[config.mk]
export PLATFORM = sky130hd
export DESIGN_NAME = instr_fetch_unit_flat
export DESIGN_NICKNAME = d
export VERILOG_FILES = /design/src/rtl/instr_fetch_unit_pkg.sv /design/src/rtl/instr_fetch_unit_if.sv /design/src/rtl/instr_fetch_unit_skid_buf.sv /design/src/rtl/instr_fetch_unit.sv /design/src/flat_wrapper.sv
export SDC_FILE = /design/constraint.sdc
export NUM_CORES = 1
export LEC_CHECK = 0
export ABC_AREA = 1
export CAP_MARGIN = 5
export CORE_UTILIZATION = 30
export DETAILED_ROUTE_END_ITERATION = 16
export PLACE_DENSITY_LB_ADDON = 0.15
export SYNTH_ARGS = -nofsm -noshare
export SYNTH_HDL_FRONTEND = slang
export SYNTH_SLANG_ARGS = --single-unit
[constraint.sdc]
create_clock -name clk -period 3.44 [get_ports clk]
set_input_delay 0.688 -clock clk [delete_from_list [all_inputs] [get_ports clk]]
set_output_delay 0.688 -clock clk [all_outputs]
set_load 0.005 [all_outputs]
[src/rtl/instr_fetch_unit_pkg.sv]
//------------------------------------------------------------------------------
// Module : instr_fetch_unit_pkg
// Brief  : Shared fetch constants and the fetch FSM state type.
// Rev    : 1.0
//------------------------------------------------------------------------------
`default_nettype none

package instr_fetch_unit_pkg;

  localparam logic [31:0] c_NOP_INSTR = 32'hE320_F000;
  localparam logic [31:0] c_RESET_PC  = 32'h0000_0000;

  typedef enum logic [1:0] {
    RESET_WAIT = 2'd0,
    RUN        = 2'd1,
    SKID       = 2'd2
  } fetch_state_t;

endpackage

`default_nettype wire

[src/rtl/instr_fetch_unit_if.sv]
//------------------------------------------------------------------------------
// Module : instr_fetch_unit_if
// Brief  : Fetch-stage bundle: control in, imem port, and decode-facing outputs.
// Rev    : 1.0
//------------------------------------------------------------------------------
`default_nettype none

interface instr_fetch_unit_if;
  logic        sel_stall;
  logic        branch_taken;
  logic [31:0] branch_target;
  logic        imem_en;
  logic [31:0] imem_addr;
  logic [31:0] imem_rdata;
  logic [31:0] instr_out;
  logic        instr_valid;
  logic        branch_out;
  logic        epoch;

  modport master (
    input  sel_stall, branch_taken, branch_target, imem_rdata,
    output imem_en, imem_addr, instr_out, instr_valid, branch_out, epoch
  );

  modport slave (
    output sel_stall, branch_taken, branch_target, imem_rdata,
    input  imem_en, imem_addr, instr_out, instr_valid, branch_out, epoch
  );
endinterface

`default_nettype wire

[src/rtl/instr_fetch_unit_skid_buf.sv]
//------------------------------------------------------------------------------
// Module : fetch_skid_buf
// Brief  : One-entry holding register for a returned word plus its epoch tag.
// Rev    : 1.0
//------------------------------------------------------------------------------
`default_nettype none

module fetch_skid_buf (
  input  wire logic        clk,
  input  wire logic        rst,
  input  wire logic        i_load,
  input  wire logic        i_flush,
  input  wire logic [32:0] i_data,
  output logic [32:0]      o_data,
  output logic             o_full
);

  logic [32:0] r_data;
  logic        r_full;

  // Flush wins over load so a redirect never leaves a stale word behind.
  always_ff @(posedge clk) begin
    if (rst || i_flush) begin
      r_full <= 1'b0;
    end else if (i_load) begin
      r_full <= 1'b1;
      r_data <= i_data;
    end
  end

  assign o_data = r_data;
  assign o_full = r_full;

endmodule

`default_nettype wire

[src/rtl/instr_fetch_unit.sv]
//------------------------------------------------------------------------------
// Module : instr_fetch_unit
// Brief  : PC/epoch tracking fetch stage with one-entry skid; optional perf
//          counters enabled by FETCH_PERF_CNT_EN.
// Rev    : 1.0
//------------------------------------------------------------------------------
`default_nettype none

module instr_fetch_unit
  import instr_fetch_unit_pkg::*;
#(
  parameter logic [31:0] RESET_PC  = c_RESET_PC,
  parameter logic [31:0] NOP_INSTR = c_NOP_INSTR
) (
  input  wire logic           clk,
  input  wire logic           rst,
  instr_fetch_unit_if.master  bus
`ifdef FETCH_PERF_CNT_EN
  ,
  output logic [31:0]         fetch_count,
  output logic [15:0]         redirect_count
`endif
);

  fetch_state_t r_state, w_state_nxt;
  logic [31:0]  r_pc;
  logic         r_epoch;
  logic         r_pend;
  logic         r_pend_tag;
  logic [31:0]  w_addr;
  logic         w_en;
  logic         w_epoch_nxt;
  logic         w_skid_load;
  logic         w_skid_flush;
  logic         w_skid_full;
  logic [32:0]  w_skid_q;
  logic         w_unused_tgt;

  assign w_addr       = bus.branch_taken ? {bus.branch_target[31:2], 2'b00} : r_pc;
  assign w_en         = !rst && !bus.sel_stall;
  assign w_epoch_nxt  = r_epoch ^ bus.branch_taken;
  assign w_unused_tgt = ^bus.branch_target[1:0];

  always_comb begin
    w_state_nxt  = r_state;
    w_skid_load  = 1'b0;
    w_skid_flush = bus.branch_taken;
    case (r_state)
      RESET_WAIT: w_state_nxt = RUN;
      RUN: begin
        // A word returning into a redirect is already stale, so it is dropped.
        if (r_pend && bus.sel_stall && !bus.branch_taken) begin
          w_skid_load = 1'b1;
          w_state_nxt = SKID;
        end
      end
      SKID: begin
        if (!bus.sel_stall || bus.branch_taken) begin
          w_skid_flush = 1'b1;
          w_state_nxt  = RUN;
        end
      end
      default: w_state_nxt = RESET_WAIT;
    endcase
  end

  always_ff @(posedge clk) begin
    if (rst) begin
      r_state    <= RESET_WAIT;
      r_pc       <= RESET_PC;
      r_epoch    <= 1'b0;
      r_pend     <= 1'b0;
      r_pend_tag <= 1'b0;
    end else begin
      r_state    <= w_state_nxt;
      r_pc       <= w_en ? (w_addr + 32'd4) : w_addr;
      r_epoch    <= w_epoch_nxt;
      r_pend     <= w_en;
      r_pend_tag <= w_epoch_nxt;
    end
  end

  fetch_skid_buf u_skid (
    .clk     (clk),
    .rst     (rst),
    .i_load  (w_skid_load),
    .i_flush (w_skid_flush),
    .i_data  ({r_pend_tag, bus.imem_rdata}),
    .o_data  (w_skid_q),
    .o_full  (w_skid_full)
  );

  always_comb begin
    bus.imem_en     = w_en;
    bus.imem_addr   = w_addr;
    bus.epoch       = r_epoch;
    bus.instr_out   = NOP_INSTR;
    bus.instr_valid = 1'b0;
    bus.branch_out  = r_epoch;
    if (rst) begin
      bus.branch_out = 1'b0;
    end else if (w_skid_full) begin
      bus.instr_out   = w_skid_q[31:0];
      bus.branch_out  = w_skid_q[32];
      bus.instr_valid = 1'b1;
    end else if (r_pend) begin
      bus.instr_out   = bus.imem_rdata;
      bus.branch_out  = r_pend_tag;
      bus.instr_valid = 1'b1;
    end
  end

`ifdef FETCH_PERF_CNT_EN
  logic [31:0] r_fetch_cnt;
  logic [15:0] r_redir_cnt;

  always_ff @(posedge clk) begin
    if (rst) begin
      r_fetch_cnt <= '0;
      r_redir_cnt <= '0;
    end else begin
      if (w_en && (r_fetch_cnt != '1))
        r_fetch_cnt <= r_fetch_cnt + 32'd1;
      if (bus.branch_taken && (r_redir_cnt != '1))
        r_redir_cnt <= r_redir_cnt + 16'd1;
    end
  end

  assign fetch_count    = r_fetch_cnt;
  assign redirect_count = r_redir_cnt;
`endif

endmodule

`default_nettype wire
[src/flat_wrapper.sv]
// flat-port wrapper written by rule: the top's interface ports become plain ports
module instr_fetch_unit_flat import instr_fetch_unit_pkg::*;
#(
  parameter logic [31:0] RESET_PC  = c_RESET_PC,
  parameter logic [31:0] NOP_INSTR = c_NOP_INSTR
)
  (clk, rst, bus_sel_stall, bus_branch_taken, bus_branch_target, bus_imem_rdata, bus_imem_en, bus_imem_addr, bus_instr_out, bus_instr_valid, bus_branch_out, bus_epoch);
  instr_fetch_unit_if bus_i ();
  input  wire logic clk;
  input  wire logic rst;
  input wire logic [$bits(bus_i.sel_stall)-1:0] bus_sel_stall;
  input wire logic [$bits(bus_i.branch_taken)-1:0] bus_branch_taken;
  input wire logic [$bits(bus_i.branch_target)-1:0] bus_branch_target;
  input wire logic [$bits(bus_i.imem_rdata)-1:0] bus_imem_rdata;
  output wire logic [$bits(bus_i.imem_en)-1:0] bus_imem_en;
  output wire logic [$bits(bus_i.imem_addr)-1:0] bus_imem_addr;
  output wire logic [$bits(bus_i.instr_out)-1:0] bus_instr_out;
  output wire logic [$bits(bus_i.instr_valid)-1:0] bus_instr_valid;
  output wire logic [$bits(bus_i.branch_out)-1:0] bus_branch_out;
  output wire logic [$bits(bus_i.epoch)-1:0] bus_epoch;
  assign bus_i.sel_stall = bus_sel_stall;
  assign bus_i.branch_taken = bus_branch_taken;
  assign bus_i.branch_target = bus_branch_target;
  assign bus_i.imem_rdata = bus_imem_rdata;
  assign bus_imem_en = bus_i.imem_en;
  assign bus_imem_addr = bus_i.imem_addr;
  assign bus_instr_out = bus_i.instr_out;
  assign bus_instr_valid = bus_i.instr_valid;
  assign bus_branch_out = bus_i.branch_out;
  assign bus_epoch = bus_i.epoch;
  instr_fetch_unit #(.RESET_PC(RESET_PC), .NOP_INSTR(NOP_INSTR)) u_core (.clk(clk), .rst(rst), .bus(bus_i));
endmodule
Word level (Yosys, flattened, before mapping)

Index checks and enable logic that the tools add are counted.
Widths: inputs -> output; s select.

Input port bits: 68
Word-level logic and storage cells: 41
Register bits after elaboration: 70
Output and inout bits: 68

Reductions and logical operators: 11
$add $sub $neg: 1
Eq/ne operators: 4
Bitwise logic cells: 2
Multiplexer cells: 17

Operator list:

| operator              | count |
|---|---|
| $mux 32               | 5 |
| $add 32x3->32 const B | 1 |
| $mux 1                | 9 |
| $pmux 2 s3            | 1 |
| $mux 2                | 2 |
| $ne 2x1->1 const B    | 2 |
| $reduce_and 2->1      | 2 |
| $logic_and 1x1->1     | 3 |
| $logic_not 1->1       | 3 |
| $eq 2x1->1 const B    | 1 |
| $eq 2x2->1 const B    | 1 |
| $logic_not 2->1       | 1 |
| $logic_or 1x1->1      | 2 |
| $not 1->1             | 1 |
| $xor 1x1->1           | 1 |

Logic depth before layout (Yosys ltp)

Depth after elaboration: 7
Depth in mapped cells: 14

Cells and area by module

Synthesis repeated with hierarchy kept, for this count alone.

Cells, all modules: 551
Area, all modules: 3868.7 um2

Modules (own cells, without submodules):

| module           | times used | area each (um2) | sequential area each (um2) | cells an instance |
|---|---|---|---|---|
| instr_fetch_unit | 1          | 2831.5          | 720.7                      | 510 |
| fetch_skid_buf   | 1          | 1037.2          | 1011.0                     | 41 |

Worst setup path after synthesis

No wires, ideal clock.

Kind: input to register
Start: input bus_branch_taken
End: register u_core.u_skid.r_data[0] (netlist: u_core.u_skid.o_data[0]), enable pin
Path buffers: 2
Path slack: 0.322 ns
Arrival time: 2.695 ns
Stages on the path: 5
Required time: 3.017 ns
Setup time: 0.423 ns
Path through: buf_6 > buf_2 > nor2_1 > nand3_1 > nor2_1

Word-level cells in the longest chain between the ends: 6

RTL lines:

| element                        | line                            | RTL |
|---|---|---|
| start, declared                | flat_wrapper.sv:12              | `input wire logic [$bits(bus_i.branch_taken)-1:0] bus_branch_taken;` |
| $logic_or 1x1->1               | instr_fetch_unit.sv:58          | `if (!bus.sel_stall \|\| bus.branch_taken) begin` |
| $mux 1                         | instr_fetch_unit.sv:58          |  |
| $mux 1                         | instr_fetch_unit.sv:48          | `case (r_state)` |
| $logic_or 1x1->1               | instr_fetch_unit_skid_buf.sv:23 | `if (rst \|\| i_flush) begin` |
| $not 1->1 (no line)            | n/a                             |  |
| $reduce_and 2->1 (no line) (*) | n/a                             |  |
| end signal, assigned           | instr_fetch_unit_skid_buf.sv:27 | `r_data <= i_data;` |
| end, declared                  | instr_fetch_unit_skid_buf.sv:18 | `logic [32:0] r_data;` |

Every way passes the cells marked *; elsewhere a longest branch is shown, timed or not.
A chain may end at the register's enable or synchronous reset.

Worst setup path after layout

Start: input bus_branch_taken
End: output bus_imem_addr[21]

Word-level cells in the longest chain between the ends: 1

RTL lines:

| element       | line                   | RTL |
|---|---|---|
| $mux 32       | instr_fetch_unit.sv:39 | `assign w_addr = bus.branch_taken ? {bus.branch_target[31:2], 2'b00} : r_pc;` |
| end, declared | flat_wrapper.sv:16     | `output wire logic [$bits(bus_i.imem_addr)-1:0] bus_imem_addr;` |

Every way passes these cells.

==> results.md <==
* Post-CTS Setup Bufs at 0
* Slew of the pin with the lowest slew margin at 0.6301 ns
* Top-count cell post-synth: nand2_1
* Setup crit start kind: input pin
* Outcome: finished clean
* Clock Pin Slew Worst Setup and Hold Paths at 0.06 ns
* Top post-synthesis cells by area: edfxtp_1 (25%), dfxtp_1 (19%), nand2_1 (17%)
* Crit Path Max Fanout at 18
* Tcrit/Tclk final at 89.87%
* Pleak at 2.176 nW
* Number of max-cap violations at 0
* Synth warnings at 0
* Cell variety after synth at 35
* Drt via density at 4.463
* CTS Hold Bufs at 0
* PD cells at 378.5 mW/mm^2
* PostCTS Resize Cnt at 0
* Largest net degree at the start of global routing at 30
* Aggregate routed wire length at 10.95 mm
* Syn Inst Count at 538
* Hpwl dp at 8.361 mm
* RSZ-0062 raised after global routing: false
* CP max stage delay at 0.55 ns
* Hold WS at 0.4340 ns
* DRC Markers at 0
* Seq cells post-synth at 70
* Fillers at 1,333
* Syn avg cell area at 7.323 sq um
* Input/output buffers at 133
* Most used flip-flop cell after synthesis: dfxtp_1
* Grt total ovfl at 0
* CTS tree: built
* TritonCTS Sinks at 70
* Starting Density at 30.97%
* Chip Width at 116.6 um
* GP Congestion at 0.8441
* Slew Limit Fails at 0
* Area leader, netlist: edfxtp_1
* GRT Total Usage at 16.55%
* Fmax at 323.5 MHz
* Commonest cells post-synth: nand2_1 (181), nor2_1 (68), a21oi_1 (44), dfxtp_1 (37), inv_1 (35)
* Area growth from synthesis to layout at 46.01%
* Tmin final at 3.092 ns
* Antenna viol nets, final at 0
* Antenna cells at 0
* CTS max path bufs at 2
* Placement Rows at 41
* Global-route wire length before repair at 17.28 mm
* Via count at 3,789
* Worst EP arrival at 2.40 ns
* Hold WC Path Type: flip-flop to flip-flop
* Top-area cell type share of the netlist area at 25.15%
* Total CTS buffers at 9
* Worst-path cell chain: clkdlybuf4s50_1 > clkinv_4 > buf_4 > nand2_1 > nand2_1 > clkdlybuf4s50_1
* Setup CP Type: input pin to primary output
* Post-synth EDFFs at 33
* Layout cells sized above 1 at 12.41%
* Final Net Count at 741
* IO Count at 136
* VDD IR max at 160.4 uV
* Final setup viols at 0
* Critical-path top delay cell: clkdlybuf4s50_1
* Synthesized area at 0.003940 sq mm
* Clock Tree Root: clkbuf_16
* H-tree depth at 3
* Floorplan core area at 0.01272 sq mm
* Clk_skew at 0.008425 ns
* Die ar. at 0.01360 sq mm
* Asr flop ratio synth at 0%
* CP required at 2.75 ns
* Worst-Skew Late Latency at 0.33 ns
* Setup TNS after final layout at 0 ns
* Vias in the first global route at 3,543
* First DRT Iteration DRCs at 139
* Syn nets at 607
* Wire per inst at 12.89 um
* Relative slew slack at 57.94%
* Die height at 116.6 um
* Final Hold Fails at 0
* 1st-pass router iterations at 4
* Critical path endpoint category: primary output
* Seq/Total Area, Yosys at 43.95%
* Initial antenna violation count at 0
-- cell usage in the layout (no fill, tap or decap), drive strengths merged, types with 2 or more instances in the layout --
cell type      netlist  final
inv                 38     38
a21oi               44     44
clkbuf              14     10
edfxtp              33     33
nor3                 5      5
o21ai               17     17
and2                 2      2
nand4                3      3
buf                  8     12
dfxtp               37     37
nand2              215    215
nor2                81     81
clkinv               1      6
nand3               33     33
clkdlybuf4s50        0    133
-- final timing paths --
kind                                                start                          to  slack, ns  cells after the start
worst max register to register  u_core.r_pc[3]$_SDFF_PP0_  u_core.r_pc[20]$_SDFF_PP0_       1.79                     10
worst min register to register  u_core.r_pc[0]$_SDFF_PP0_   u_core.r_pc[0]$_SDFF_PP0_       0.43                      2
worst min-delay path            u_core.r_pc[0]$_SDFF_PP0_   u_core.r_pc[0]$_SDFF_PP0_       0.43                      2
worst max-delay path                     bus_branch_taken           bus_imem_addr[21]       0.35                      6
-- routing by layer --
metal,up-vias,GRT usage [%],share of wire (%)
met2,95,27.65,48
met4,0,6.498,1.7
met5,-,0,0
met1,1693,21.22,46
met3,15,2.906,4.7
li1,1986,-,-
-- cell families (layout without fill, tap and decap cells) --
family	Yosys count	count (layout)	synth area share (%)
buffers and inverters	61	200	7.272
xor gates and xnor gates	1	1	0.2223
AOI/OAI and AO/OA	63	63	8.193
and+or+nand+nor	342	342	40.04
adders and majority gates	1	1	0.3175
DFF	70	70	43.95
-- report_power, final --
| group | internal, mW | switching, mW | total [mW] |
|---|---|---|---|
| Combinational | 0.188 | 0.171 | 0.359 |
| Clock | 0.560 | 0.353 | 0.913 |
| Sequential | 0.897 | 0.00938 | 0.906 |
-- layout make-up --
| type | count | area, sq um | area share, % |
|---|---|---|---|
| clock inverters | 6 | 62.56 | 1.087 |
| clock buffers | 10 | 229.0 | 3.980 |
| well taps | 172 | 215.2 | 3.741 |
| inverters | 39 | 151.4 | 2.632 |
| multi-input cells | 407 | 1929 | 33.54 |
| repair buffers | 145 | 1434 | 24.92 |
| flip-flops and latches | 70 | 1732 | 30.10 |
-- stage by stage --
| step | area (sq um) | instances | setup WS, ns | power (mW) | util, % |
|---|---|---|---|---|---|
| after floorplan | 3940 | 538 | 0.3221 | 1.088 | - |
| final | 5753 | 849 | 0.3484 | 2.177 | 45.22 |
| after global routing | 5753 | 849 | 0.1176 | 2.277 | 45.22 |
| after CTS | 5753 | 849 | 0.3183 | 2.212 | 45.22 |
| after global placement | 5461 | 833 | 0.3465 | 1.282 | 42.93 |
| after detailed placement | 5461 | 833 | 0.3363 | 1.285 | 42.93 |
-- sequential cells by signal (all words and copies together) (netlist names) --
| name | cells |
|---|---|
| u_core.r_pend | 1 |
| u_core.bus.epoch | 1 |
| u_core.u_skid.o_full | 1 |
| u_core.r_state | 2 |
| u_core.u_skid.o_data | 33 |
| u_core.r_pc | 32 |
-- worst max-delay path: cells and delay by family --
kind / cells / cell delay [ns]
buffers and inverters: 4 / 1.46
and+or+nand+nor: 2 / 0.24
(Power assumes the default switching activity.)
